`config.mk`:
```
export PLATFORM = sky130hd
export DESIGN_NAME = hazard_stall_controller
export DESIGN_NICKNAME = d
export VERILOG_FILES = /design/src/rtl/hazard_stall_controller.sv
export SDC_FILE = /design/constraint.sdc
export NUM_CORES = 1
export LEC_CHECK = 0
export ABC_AREA = 1
export CORE_ASPECT_RATIO = 1.75
export CORE_UTILIZATION = 51
export DETAILED_ROUTE_END_ITERATION = 8
export GPL_TIMING_DRIVEN = 0
export HOLD_SLACK_MARGIN = 0.15
export PLACE_DENSITY = 0.88
export SLEW_MARGIN = 20
export SYNTH_ARGS = -nofsm -noshare
export SYNTH_HDL_FRONTEND = slang
export SYNTH_SLANG_ARGS = --single-unit
```
`constraint.sdc`:
```
create_clock -name clk -period 3.9 [get_ports clk]
set_input_delay 0.975 -clock clk [delete_from_list [all_inputs] [get_ports clk]]
set_output_delay 0.975 -clock clk [all_outputs]
set_load 0.05 [all_outputs]
```
`src/rtl/hazard_stall_controller.sv`:
```
// Hazard / stall controller for a dual-slot (32-bit + 16-bit) in-order pipeline.
// Resolves memory stalls, taken branches, multicycle EX ops and load-use
// hazards into pipeline register enables, flushes and bubbles, and counts
// the cycles in which the PC is held.
//
// Handshake note: the only handshake is the data-memory one. A MEM-stage
// request (mem_req_mem) completes in the cycle mem_ready is high. While a
// request is pending with mem_ready low, the whole front of the pipe holds
// and a bubble is written into MEM/WB.
module hazard_stall_controller #(
  parameter int CNT_W = 16,
  parameter int MCL_W = 4
) (
  input  logic             clk,
  input  logic             rst,
  input  logic [4:0]       rs1_32,
  input  logic [4:0]       rs2_32,
  input  logic [4:0]       rs1_16,
  input  logic [4:0]       rs2_16,
  input  logic [4:0]       rd_32_ex,
  input  logic [4:0]       rd_16_ex,
  input  logic             memRead_32_ex,
  input  logic             memRead_16_ex,
  input  logic             branch_taken_ex,
  input  logic             mc_start_ex,
  input  logic [MCL_W-1:0] mc_len,
  input  logic             mem_req_mem,
  input  logic             mem_ready,
  input  logic             perf_clr,
  output logic             pc_en,
  output logic             ifid_en,
  output logic             idex_en,
  output logic             exmem_en,
  output logic             ifid_flush,
  output logic             idex_bubble,
  output logic             exmem_bubble,
  output logic             memwb_bubble,
  output logic             mc_busy,
  output logic [CNT_W-1:0] stall_cycles,
  output logic [1:0]       dbg_state
);

  typedef enum logic [1:0] {
    ST_RUN     = 2'd0,
    ST_MC_BUSY = 2'd1
  } state_t;

  state_t           r_state;
  state_t           w_state_nxt;
  logic [MCL_W-1:0] r_mc_cnt;
  logic [MCL_W-1:0] w_mc_cnt_nxt;
  logic [MCL_W-1:0] w_len_m1;
  logic             w_mem_stall;
  logic             w_hit_32;
  logic             w_hit_16;
  logic             w_load_use;

  // Hazard detection terms; register x0 never produces a load-use hit.
  always_comb begin
    w_mem_stall = mem_req_mem && !mem_ready;
    w_hit_32    = memRead_32_ex && (rd_32_ex != 5'd0) &&
                  ((rd_32_ex == rs1_32) || (rd_32_ex == rs2_32) ||
                   (rd_32_ex == rs1_16) || (rd_32_ex == rs2_16));
    w_hit_16    = memRead_16_ex && (rd_16_ex != 5'd0) &&
                  ((rd_16_ex == rs1_32) || (rd_16_ex == rs2_32) ||
                   (rd_16_ex == rs1_16) || (rd_16_ex == rs2_16));
    w_load_use  = w_hit_32 || w_hit_16;
    // A zero length behaves as a one-cycle op, so the counter loads 0.
    w_len_m1    = (mc_len == '0) ? '0 : (mc_len - MCL_W'(1));
  end

  // FSM state register and multicycle down-counter.
  always_ff @(posedge clk or posedge rst) begin
    if (rst) begin
      r_state  <= ST_RUN;
      r_mc_cnt <= '0;
    end else begin
      r_state  <= w_state_nxt;
      r_mc_cnt <= w_mc_cnt_nxt;
    end
  end

  // Next-state and control outputs, highest-priority rule first.
  always_comb begin
    pc_en        = 1'b1;
    ifid_en      = 1'b1;
    idex_en      = 1'b1;
    exmem_en     = 1'b1;
    ifid_flush   = 1'b0;
    idex_bubble  = 1'b0;
    exmem_bubble = 1'b0;
    memwb_bubble = 1'b0;
    w_state_nxt  = r_state;
    w_mc_cnt_nxt = r_mc_cnt;
    if (rst) begin
      // Outputs stay at idle values while reset is held.
    end else if (w_mem_stall) begin
      pc_en        = 1'b0;
      ifid_en      = 1'b0;
      idex_en      = 1'b0;
      exmem_en     = 1'b0;
      memwb_bubble = 1'b1;
    end else begin
      case (r_state)
        ST_RUN: begin
          if (branch_taken_ex) begin
            ifid_flush  = 1'b1;
            idex_bubble = 1'b1;
          end else if (mc_start_ex) begin
            pc_en        = 1'b0;
            ifid_en      = 1'b0;
            idex_en      = 1'b0;
            exmem_bubble = 1'b1;
            w_mc_cnt_nxt = w_len_m1;
            w_state_nxt  = ST_MC_BUSY;
          end else if (w_load_use) begin
            pc_en       = 1'b0;
            ifid_en     = 1'b0;
            idex_bubble = 1'b1;
          end
        end
        ST_MC_BUSY: begin
          if (r_mc_cnt != '0) begin
            pc_en        = 1'b0;
            ifid_en      = 1'b0;
            idex_en      = 1'b0;
            exmem_bubble = 1'b1;
            w_mc_cnt_nxt = r_mc_cnt - MCL_W'(1);
          end else begin
            // Release cycle: the op leaves EX; only load-use is still live.
            w_state_nxt = ST_RUN;
            if (w_load_use) begin
              pc_en       = 1'b0;
              ifid_en     = 1'b0;
              idex_bubble = 1'b1;
            end
          end
        end
        default: begin
          w_state_nxt  = ST_RUN;
          w_mc_cnt_nxt = '0;
        end
      endcase
    end
  end

  // Saturating count of PC-hold cycles; clear wins over increment.
  always_ff @(posedge clk or posedge rst) begin
    if (rst) begin
      stall_cycles <= '0;
    end else if (perf_clr) begin
      stall_cycles <= '0;
    end else if (!pc_en && (stall_cycles != {CNT_W{1'b1}})) begin
      stall_cycles <= stall_cycles + CNT_W'(1);
    end
  end

  assign mc_busy   = (r_state == ST_MC_BUSY);
  assign dbg_state = r_state;

endmodule

```
==> results of run 1 <==
through the flow:
| step | instance area, µm² | worst slack [ns] | TNS, ns | cells |
|---|---|---|---|---|
| 3_3_place_gp | 2910 | -0.819 | -2.17 | 469 |
| 2_1_floorplan | 2220 | 0.138 | 0 | 357 |
| 6_report | 3010 | 0.132 | 0 | 477 |
| 4_1_cts | 2960 | -0.0105 | -0.0105 | 474 |
| 5_1_grt | 3010 | -0.0237 | -0.0237 | 477 |
| 3_5_place_dp | 2910 | -0.844 | -2.29 | 469 |
cell usage in the layout (no fill, tap or decap), types with 3 or more instances in the layout:
cell / count
sky130_fd_sc_hd__a21oi_1: 3
sky130_fd_sc_hd__buf_2: 7
sky130_fd_sc_hd__buf_4: 7
sky130_fd_sc_hd__buf_6: 4
sky130_fd_sc_hd__clkbuf_8: 3
sky130_fd_sc_hd__clkdlybuf4s50_1: 47
sky130_fd_sc_hd__dfrtp_1: 21
sky130_fd_sc_hd__dlygate4sd2_1: 6
sky130_fd_sc_hd__dlymetal6s2s_1: 6
sky130_fd_sc_hd__inv_1: 56
sky130_fd_sc_hd__inv_2: 4
sky130_fd_sc_hd__nand2_1: 100
sky130_fd_sc_hd__nand3_1: 34
sky130_fd_sc_hd__nand4_1: 22
sky130_fd_sc_hd__nor2_1: 31
sky130_fd_sc_hd__nor3_1: 5
sky130_fd_sc_hd__o211ai_1: 3
sky130_fd_sc_hd__o21ai_0: 11
sky130_fd_sc_hd__xnor2_1: 21
sky130_fd_sc_hd__xor2_1: 13
worst reg2reg max path, delay by kind of cell (launching register included):
kind	cells	cell delay [ns]
fa+ha+maj	1	0.29
simple gates	6	0.82
flops	1	0.49
buf+inv	3	0.42
worst paths after layout:
path | cells after the start | slack (ns) | startpoint | end
max in group asynchronous | 2 | 2.30 | rst | stall_cycles[10]$_DFFE_PP0P_
max | 12 | 0.13 | rs2_16[4] | idex_bubble
max reg2reg | 10 | 1.81 | stall_cycles[0]$_DFFE_PP0P_ | stall_cycles[6]$_DFFE_PP0P_
min reg2reg | 2 | 0.50 | r_mc_cnt[2]$_DFFE_PP0P_ | r_mc_cnt[2]$_DFFE_PP0P_
min in group asynchronous | 2 | 1.21 | rst | stall_cycles[15]$_DFFE_PP0P_
min | 2 | 0.50 | r_mc_cnt[2]$_DFFE_PP0P_ | r_mc_cnt[2]$_DFFE_PP0P_
state kept, by name, summed over array words and instances (netlist names):
name	cells
r_mc_cnt	4
dbg_state	1
stall_cycles	16
repair_timing:
action	4_1_cts	5_1_grt
pin swaps	0	2
setup buffers	0	3
hold buffers	0	0
gates cloned	1	0
setup endpoints to repair	5	4
gates resized for setup	24	13
per-layer routing:
metal,up-vias,GRT usage (%)
met5,-,0
met3,28,3.23
li1,1257,-
met1,1146,27.9
met4,0,19.7
met2,119,56.0
power by group through the flow:
stage / clock, mW / combinational [mW] / sequential, mW
after floorplan: 0 / 0.401 / 0.330
after global placement: 0 / 0.626 / 0.292
after detailed placement: 0 / 0.638 / 0.293
after CTS: 0.151 / 0.638 / 0.289
after global routing: 0.158 / 0.728 / 0.293
final: 0.149 / 0.672 / 0.291
area by class of cell:
| type | instances | area share (%) |
|---|---|---|
| clock buffers | 3 | 1.37 |
| multi-input cells | 260 | 45.4 |
| plain buffers | 15 | 3.83 |
| clock inverters | 1 | 0.166 |
| flip-flops and latches | 21 | 17.5 |
| repair buffers | 66 | 21.8 |
| well taps | 49 | 2.04 |
| inverters | 61 | 7.74 |
| repair inverters | 1 | 0.166 |
kinds of logic (layout without fill, tap and decap cells):
group                      Yosys count  after routing  share of synthesized area (%)
DFF                                 21             21                           23.8
xor gates and xnor gates            34             34                           13.5
adders and majority gates            2              2                           1.13
other                                1              1                          0.170
buffers and inverters               76            147                           15.3
and+or+nand+nor                    204            204                           41.3
AOI/OAI and AO/OA                   19             19                           4.81
==> summary.json, run 1 <==
{
  "run_status": "completed",
  "synth_warnings": 0,
  "syn2layout_area_growth_pct": 36.1,
  "sequentialPowerShare_pct": 26.2,
  "syn_area_um2": 2210,
  "num_io_pins": 70,
  "seq_area_frac_synth_pct": 23.8,
  "fin_crit_ns": 3.77,
  "final_layout_size_suffix_gt1_share_pct": 9.35,
  "synth.area.top_cells": "sky130_fd_sc_hd__dfrtp_1 (24%), sky130_fd_sc_hd__nand2_1 (17%), sky130_fd_sc_hd__inv_1 (9.7%), sky130_fd_sc_hd__xnor2_1 (8.3%), sky130_fd_sc_hd__nand3_1 (7.7%)",
  "timing.critical_path.max_delay_family": "buffers and inverters",
  "worstPathMaxFanout": 3,
  "total_routed_length_um": 6280,
  "cpMostUsedCell": "sky130_fd_sc_hd__nand2_1",
  "core.rowCount": 31,
  "slowest_stage": "sky130_fd_sc_hd__clkdlybuf4s50_1",
  "tritoncts": "done",
  "met2RoutedLength_um": 3450,
  "final.setup_skew_ns": 0.0143,
  "syn-instance-count": 357,
  "power.density_nw_per_um2": 370,
  "crit_path_max_incr_delay_ns": 0.52,
  "avgSynthCellArea_um2": 6.19,
  "critical_path.startpoint_type": "input pin",
  "final_core_utilization_pct": 72.4,
  "synth.most_common_cell": "sky130_fd_sc_hd__nand2_1",
  "pwr-share-clk_pct": 13.4,
  "fill_cells": 354,
  "detailedRoute.firstIterationViolations": 77,
  "dr_total_vias": 2550,
  "ys_ff_latch": 21,
  "weighted_congestion_at_the_end_of_routability_driven_global_placement": 0.984,
  "grt_start_max_net_pins": 13,
  "final_max_slew_viol_count": 0,
  "post-synth-top-area-fraction_pct": 23.8,
  "cts.root.buffer_cell": "sky130_fd_sc_hd__clkbuf_8",
  "n_antenna_cell": 0,
  "setup_viol_count_final": 0,
  "layout.nets": 474,
  "initial_core_util_pct": 53.2,
  "highest-signal-layer": "met4",
  "port-buffer-count": 63,
  "whs_ns": 0.503,
  "antenna_found_initial": 0,
  "class_of_the_tightest_hold_or_removal_check": "flop to flop",
  "detail_route.drc_violations": 0,
  "total_die_area_um2": 4610,
  "path_class": "input pin to output port",
  "internal-power_uw": 580,
  "max_slew_margin_pct": 62.5,
  "drt_first_pass_iters": 4,
  "core_region_area_um2": 4150,
  "drt-wirelength-per-cell_um": 13.2,
  "power.static_leakage_nw": 1.60,
  "met3_wirelength_um": 243,
  "worstSkewPairLatency_ns": 0.27,
  "critical_path.cell_chain": "clkdlybuf4s50_1 > inv_1 > nand2_1 > nand2_1 > nand3_1 > nor2_1 > nor2_1 > nand2_1 > nand2_1 > nand2_1 > a31o_2 > clkdlybuf4s15_1",
  "cts-root-to-sink-buffers": 2,
  "grt_usage_pct": 29.1,
  "synth_cell_types": 29,
  "asyncSetResetFlopFracSynth_pct": 100,
  "clkSinkCount": 21,
  "drtAntennaViolNets": 0,
  "p_sw_uw": 532,
  "worst_slew_pin_slew_ns": 0.560,
  "irDropWorstVdd_mv": 0.427,
  "synthesis.nets": 402,
  "critical_path_buf_inv_count": 3,
  "synth_largest_area_cell": "sky130_fd_sc_hd__dfrtp_1",
  "die_y_um": 89.1,
  "switching_share_pct": 47.8,
  "design_power_total_mw": 1.11,
  "cp-end-kind": "output port",
  "worstPathArrival_ns": 2.79,
  "combPwrFrac_pct": 60.4,
  "htree_levels": 1,
  "report.final.hold_viol_count": 0,
  "detail_route.vias_per_cell": 5.35,
  "grt_overflow_total": 0,
  "multiInputGateArea_um2": 1370,
  "synth_edf_count": 0,
  "postSynth.topFlopCell": "sky130_fd_sc_hd__dfrtp_1",
  "via_count_of_the_first_global_routing_pass": 2447,
  "cts_buffers": 3,
  "synth_common_cells": "sky130_fd_sc_hd__nand2_1 (102), sky130_fd_sc_hd__inv_1 (57), sky130_fd_sc_hd__nand3_1 (34), sky130_fd_sc_hd__nor2_1 (33), sky130_fd_sc_hd__nand4_1 (22)",
  "worst_ep_required_time_ns": 2.92,
  "die_w_um": 51.8,
  "fmaxAchievable_mhz": 265,
  "clock_slew_at_reported_path_ffs_ns": 0.09,
  "period_share_pct": 96.6,
  "seq_area_um2": 526,
  "max-cap-violations": 0,
  "hpwlAfterDp_um": 4990,
  "grt_first_pass_wirelength_um": 10100,
  "met1_length_um": 2260
}
No activity file was read; power rests on OpenSTA's default activity.
==> run 2, diff against run 1 <==
--- a/config.mk
+++ b/config.mk
@@ -7,11 +7,11 @@
 export LEC_CHECK = 0
 export ABC_AREA = 1
 export CORE_ASPECT_RATIO = 1.75
-export CORE_UTILIZATION = 51
+export CORE_UTILIZATION = 29
 export DETAILED_ROUTE_END_ITERATION = 8
 export GPL_TIMING_DRIVEN = 0
 export HOLD_SLACK_MARGIN = 0.15
-export PLACE_DENSITY = 0.88
+export PLACE_DENSITY = 0.55
 export SLEW_MARGIN = 20
 export SYNTH_ARGS = -nofsm -noshare
 export SYNTH_HDL_FRONTEND = slang
==> run 2 against run 1 <==
- combinational power is 3% lower
- via count is 3.8% lower
- first-iteration DRC count is 65% higher
- critical path depth is 7 lower
- worst hold slack worse by 0.021 ns
- largest power group unchanged
- highest routed layer unchanged
==> summary.json, run 2 (synthesis results as in run 1) <==
{
  "initial_core_util_pct": 30.3,
  "sequentialPowerShare_pct": 24.7,
  "clock_slew_at_reported_path_ffs_ns": 0.05,
  "max_slew_margin_pct": 64.9,
  "via_count_of_the_first_global_routing_pass": 2406,
  "irDropWorstVdd_mv": 0.145,
  "multiInputGateArea_um2": 1360,
  "grt_usage_pct": 18.1,
  "die_y_um": 117,
  "grt_overflow_total": 0,
  "core_region_area_um2": 7280,
  "timing.critical_path.max_delay_family": "buffers and inverters",
  "critical_path_buf_inv_count": 3,
  "setup_viol_count_final": 0,
  "grt_start_max_net_pins": 12,
  "rsz_0062_raised_after_global_routing": "false",
  "cts-root-to-sink-buffers": 2,
  "switching_share_pct": 45.1,
  "power.density_nw_per_um2": 383,
  "p_sw_uw": 527,
  "dr_total_vias": 2454,
  "reg2reg_setup_slack_ns": 1.87,
  "weighted_congestion_at_the_end_of_routability_driven_global_placement": 0.897,
  "pwr-share-clk_pct": 19.2,
  "total_routed_length_um": 6640,
  "total_die_area_um2": 7990,
  "critical_path.reg2reg.startpoint": "r_mc_cnt[0]$_DFFE_PP0P_",
  "path_class": "input pin to output port",
  "clkSinkCount": 21,
  "max-cap-violations": 0,
  "fin_crit_ns": 3.78,
  "antenna_found_initial": 0,
  "hpwlAfterDp_um": 5340,
  "detail_route.drc_violations": 0,
  "startpoint": "rst",
  "final_layout_size_suffix_gt1_share_pct": 8.64,
  "report.final.hold_viol_count": 0,
  "timing.critical_path.to": "ifid_flush",
  "r2r-end": "stall_cycles[15]$_DFFE_PP0P_",
  "worst_ep_required_time_ns": 2.92,
  "flip_flop_count_of_the_largest_register_after_layout": 16,
  "run_status": "completed",
  "power.static_leakage_nw": 1.56,
  "period_share_pct": 96.8,
  "core.rowCount": 41,
  "design_power_total_mw": 1.17,
  "worstSkewPairLatency_ns": 0.26,
  "cts_buffers": 3,
  "worstPathArrival_ns": 2.80,
  "worst_slew_pin_slew_ns": 0.524,
  "die_w_um": 68.0,
  "htree_levels": 1,
  "layout_common_cells": "sky130_fd_sc_hd__nand2_1 (102), sky130_fd_sc_hd__inv_1 (56), sky130_fd_sc_hd__clkdlybuf4s50_1 (53)",
  "num_io_pins": 70,
  "crit_path_max_incr_delay_ns": 0.82,
  "largest-register": "stall_cycles",
  "cp-end-kind": "output port",
  "drt-wirelength-per-cell_um": 12.9,
  "syn2layout_area_growth_pct": 38.1,
  "seq_area_um2": 526,
  "final_max_slew_viol_count": 0,
  "critical_path.startpoint_type": "input pin",
  "final.setup_skew_ns": 0.00571,
  "cts.root.buffer_cell": "sky130_fd_sc_hd__clkbuf_16",
  "n_antenna_cell": 0,
  "cp_num_cells": 5,
  "mostFrequentLayoutCell": "sky130_fd_sc_hd__nand2_1",
  "worst-r2r-cell-count": 14,
  "detail_route.vias_per_cell": 4.77,
  "fmaxAchievable_mhz": 265,
  "port-buffer-count": 63,
  "class_of_the_tightest_hold_or_removal_check": "flop to flop",
  "layout.nets": 474,
  "grt_first_pass_wirelength_um": 10900,
  "fill_cells": 818,
  "internal-power_uw": 641,
  "worstPathMaxFanout": 5,
  "setup_tns_ns": 0,
  "combPwrFrac_pct": 56.1,
  "tritoncts": "done",
  "drtAntennaViolNets": 0,
  "critical_path.cell_chain": "clkdlybuf4s50_1 > nor2_1 > inv_1 > nor2_1 > clkdlybuf4s50_1",
  "detailedRoute.firstIterationViolations": 127,
  "drt_first_pass_iters": 4,
  "slowest_stage": "sky130_fd_sc_hd__clkdlybuf4s50_1"
}
run 2: area by class of cell:
class,instances,share of cell area [%]
multi-input combinational,260,44.5
timing repair buffer,67,20.9
tap,86,3.53
buffer,14,3.40
sequential,21,17.2
clock buffer,4,2.58
timing repair inverter,1,0.164
inverter,61,7.63
run 2: tightest hold or removal path: stages, from the launching register on:
cell and delay, ns:
sky130_fd_sc_hd__dfrtp_1 0.34, sky130_fd_sc_hd__nand2_1 0.05, sky130_fd_sc_hd__o21ai_0 0.06
run 2: worst min-delay path by stage:
stage / startpoint / end / slack (ns) / depth (start not counted)
after floorplan: r_mc_cnt[2]$_DFFE_PP0P_ / r_mc_cnt[2]$_DFFE_PP0P_ / 0.45 / 2
after global placement: r_mc_cnt[2]$_DFFE_PP0P_ / r_mc_cnt[2]$_DFFE_PP0P_ / 0.47 / 2
after detailed placement: r_mc_cnt[2]$_DFFE_PP0P_ / r_mc_cnt[2]$_DFFE_PP0P_ / 0.47 / 2
after CTS: r_mc_cnt[2]$_DFFE_PP0P_ / r_mc_cnt[2]$_DFFE_PP0P_ / 0.49 / 2
after global routing: r_mc_cnt[2]$_DFFE_PP0P_ / r_mc_cnt[2]$_DFFE_PP0P_ / 0.55 / 2
final: r_mc_cnt[2]$_DFFE_PP0P_ / r_mc_cnt[2]$_DFFE_PP0P_ / 0.48 / 2
run 2: timing repair:
item,4_1_cts,5_1_grt
gates cloned,1,0
setup buffers,0,4
endpoints found under the setup margin,5,4
pin swaps,0,1
gates resized for setup,23,4
hold buffers,0,0
run 2: layer usage:
layer / GRT usage [%] / up-vias / share of wire (%) / wire length [µm]
met4: 10.4 / 0 / 4.4 / 294
met5: 0 / - / 0 / 0
met2: 32.8 / 84 / 55 / 3630
met1: 18.9 / 1091 / 37 / 2440
met3: 1.74 / 20 / 4.2 / 276
li1: - / 1259 / - / -
run 2: power by group through the flow:
stage / registers [mW] / logic [mW] / clock network [mW]
after global placement: 0.291 / 0.637 / 0
final: 0.289 / 0.655 / 0.224
after detailed placement: 0.292 / 0.643 / 0
after CTS: 0.289 / 0.640 / 0.234
after floorplan: 0.330 / 0.401 / 0
after global routing: 0.295 / 0.724 / 0.239
run 2: stage by stage:
step	util [%]	instances	setup slack (ns)	hold slack [ns]	cell area (µm²)
floorplan	-	357	0.138	0.453	2220
global placement	40.6	506	-0.934	0.474	2960
detailed placement	40.6	506	-0.947	0.475	2960
CTS	41.7	511	-0.0524	0.489	3040
global route	41.9	514	0.00208	0.547	3050
finish	41.9	514	0.124	0.482	3050
==> run 3, diff against run 2 <==
==> constraint.sdc (replaced) <==
create_clock -name clk -period 4.3 [get_ports clk]
set_input_delay 1.075 -clock clk [delete_from_list [all_inputs] [get_ports clk]]
set_output_delay 1.075 -clock clk [all_outputs]
set_load 0.05 [all_outputs]
==> run 3 against run 2 <==
- die area stayed put
- critical path type unchanged
- largest cell class unchanged
- core utilization is 0.24 points lower
- non-clock buffer count is 4 lower
- first-iteration DRC count is 27% higher
- register-to-register slack better by 0.39 ns
==> summary.json, run 3 (synthesis results as in run 1) <==
{
  "path_class": "input pin to output port",
  "timing.hold.worst.start": "r_mc_cnt[2]$_DFFE_PP0P_",
  "cts_hold_buffers": 0,
  "core.rowCount": 41,
  "worstSkewPairLatency_ns": 0.26,
  "mostFrequentLayoutCell": "sky130_fd_sc_hd__nand2_1",
  "hold-path-cell-count": 2,
  "class_of_the_tightest_hold_or_removal_check": "flop to flop",
  "detail_route.drc_violations": 0,
  "largest-register": "stall_cycles",
  "clkSinkCount": 21,
  "worstPathMaxFanout": 18,
  "critical_path_buf_inv_count": 6,
  "slowest_stage": "sky130_fd_sc_hd__clkdlybuf4s50_1",
  "n_antenna_cell": 0,
  "critical_path.cell_chain": "clkdlybuf4s50_1 > inv_1 > nand2_1 > nand2_1 > inv_1 > nand3_1 > nor2_1 > nor2_2 > nand2_1 > nand2_1 > nand3_1 > nand2_1 > nand2_4 > inv_1 > buf_4 > buf_4",
  "antenna_found_initial": 0,
  "rsz_0062_raised_after_global_routing": "false",
  "syn2layout_area_growth_pct": 37.3,
  "via_count_of_the_first_global_routing_pass": 2289,
  "critical_path.reg2reg.startpoint": "r_mc_cnt[0]$_DFFE_PP0P_",
  "layout.nets": 469,
  "weighted_congestion_at_the_end_of_routability_driven_global_placement": 0.887,
  "layout_common_cells": "sky130_fd_sc_hd__nand2_1 (102), sky130_fd_sc_hd__inv_1 (56), sky130_fd_sc_hd__clkdlybuf4s50_1 (53)",
  "worstPathArrival_ns": 2.96,
  "run_status": "completed",
  "final_max_slew_viol_count": 0,
  "cp-end-kind": "output port",
  "hpwlAfterDp_um": 5400,
  "grt_first_pass_wirelength_um": 10400,
  "dr_total_vias": 2333,
  "total_die_area_um2": 7990,
  "num_io_pins": 70,
  "hold_path_end": "r_mc_cnt[2]$_DFFE_PP0P_",
  "critical_path.startpoint_type": "input pin",
  "htree_levels": 1,
  "period_share_pct": 93.7,
  "cts.root.buffer_cell": "sky130_fd_sc_hd__clkbuf_16",
  "core_region_area_um2": 7280,
  "initial_core_util_pct": 30.3,
  "power.static_leakage_nw": 1.58,
  "crit_path_max_incr_delay_ns": 0.52,
  "detailedRoute.firstIterationViolations": 161,
  "drt_first_pass_iters": 4,
  "clock_slew_at_reported_path_ffs_ns": 0.06,
  "power.density_nw_per_um2": 339,
  "whs_ns": 0.486,
  "reg2reg_setup_slack_ns": 2.26,
  "fmaxAchievable_mhz": 248,
  "r2r-end": "stall_cycles[15]$_DFFE_PP0P_",
  "cts_post_setup_buffers_inserted": 0,
  "report.final.hold_viol_count": 0,
  "grt_start_max_net_pins": 23,
  "irDropWorstVdd_mv": 0.160,
  "tritoncts": "done",
  "flip_flop_count_of_the_largest_register_after_layout": 16,
  "drt-wirelength-per-cell_um": 12.5,
  "die_y_um": 117,
  "final.setup_skew_ns": 0.00499,
  "worst_slew_pin_slew_ns": 0.531,
  "grt_overflow_total": 0,
  "detail_route.vias_per_cell": 4.58,
  "timing.critical_path.max_delay_family": "buffers and inverters",
  "cts_buffers": 3,
  "worst-r2r-cell-count": 13,
  "worst_ep_required_time_ns": 3.22,
  "grt_usage_pct": 17.0,
  "cpMostUsedCell": "sky130_fd_sc_hd__nand2_1",
  "max-cap-violations": 0,
  "fin_crit_ns": 4.03,
  "setup_slack_ns": 0.269,
  "setup_viol_count_final": 0,
  "cts-root-to-sink-buffers": 2,
  "total_routed_length_um": 6360,
  "dp_worst_setup_slack_ns": -0.780,
  "die_w_um": 68.0,
  "final_layout_size_suffix_gt1_share_pct": 7.33,
  "max_slew_margin_pct": 64.5,
  "port-buffer-count": 63,
  "drtAntennaViolNets": 0
}
run 3: cell count changes in the layout (fill, tap and decap cells not counted):
cell / before / now
sky130_fd_sc_hd__nor2_4: 1 / 0
sky130_fd_sc_hd__nor2_1: 32 / 31
sky130_fd_sc_hd__clkbuf_2: 2 / 0
sky130_fd_sc_hd__dlygate4sd2_1: 6 / 4
sky130_fd_sc_hd__dlymetal6s2s_1: 0 / 4
sky130_fd_sc_hd__clkinvlp_2: 1 / 0
sky130_fd_sc_hd__buf_2: 7 / 8
sky130_fd_sc_hd__buf_4: 9 / 4
sky130_fd_sc_hd__nor2_2: 1 / 3
run 3: cell type report:
cell class	instances	area, µm²
Inverter	61	233
Sequential cell	21	526
Multi-Input combinational cell	260	1360
Tap cell	86	108
Buffer	14	104
Fill cell	786	4250
Clock buffer	4	78.8
Timing Repair Buffer	63	628
run 3: per-stage QoR:
stage                     total power, mW  cells  TNS (ns)  area (µm²)  utilization, %
after CTS                            1.05    510   -0.0483        3020            41.5
after detailed placement            0.848    506     -1.70        2950            40.5
after floorplan                     0.663    357         0        2210               -
final                                1.03    509         0        3030            41.6
after global routing                 1.11    509         0        3030            41.6
after global placement              0.841    506     -1.66        2950            40.5
run 3: worst max-delay path by stage:
stage / start / end / slack (ns) / cells past startpoint
finish: rs1_32[2] / pc_en / 0.27 / 16
CTS: rst / idex_en / -0.05 / 4
floorplan: mem_req_mem / pc_en / 0.1 / 9
global route: rs1_16[4] / pc_en / 0.09 / 16
detailed placement: rd_32_ex[2] / pc_en / -0.78 / 16
global placement: rd_32_ex[2] / pc_en / -0.75 / 16
run 3: timing repair:
action | CTS | global route
resized for setup | 17 | 6
endpoints found under the setup margin | 4 | 4
hold endpoints to repair | 0 | 0
run 3: routing by layer:
| metal | up-vias | wire length, µm | global-route usage [%] |
|---|---|---|---|
| met5 | - | 0 | 0 |
| met1 | 1010 | 2290 | 17.4 |
| met2 | 63 | 3700 | 33.0 |
| met3 | 10 | 170 | 0.969 |
| met4 | 0 | 195 | 6.90 |
| li1 | 1250 | - | - |
run 3: worst reg2reg max path: stages, from the launching register on:
cell and delay [ns]:
sky130_fd_sc_hd__dfrtp_1 0.37, sky130_fd_sc_hd__inv_1 0.09, sky130_fd_sc_hd__ha_1 0.18, sky130_fd_sc_hd__nand2_1 0.07, sky130_fd_sc_hd__o21ai_0 0.30, sky130_fd_sc_hd__nand2_1 0.12
sky130_fd_sc_hd__inv_1 0.10, sky130_fd_sc_hd__nand3_1 0.08, sky130_fd_sc_hd__nand2_1 0.10, sky130_fd_sc_hd__nand2_4 0.17, sky130_fd_sc_hd__nand2_8 0.14, sky130_fd_sc_hd__buf_12 0.13
sky130_fd_sc_hd__nand3_1 0.06, sky130_fd_sc_hd__nand2_1 0.07
run 3: report_power, final:
group | switching (mW) | internal (mW)
clock | 0.0738 | 0.126
combinational | 0.360 | 0.208
sequential | 0.0320 | 0.228
total | 0.466 | 0.563
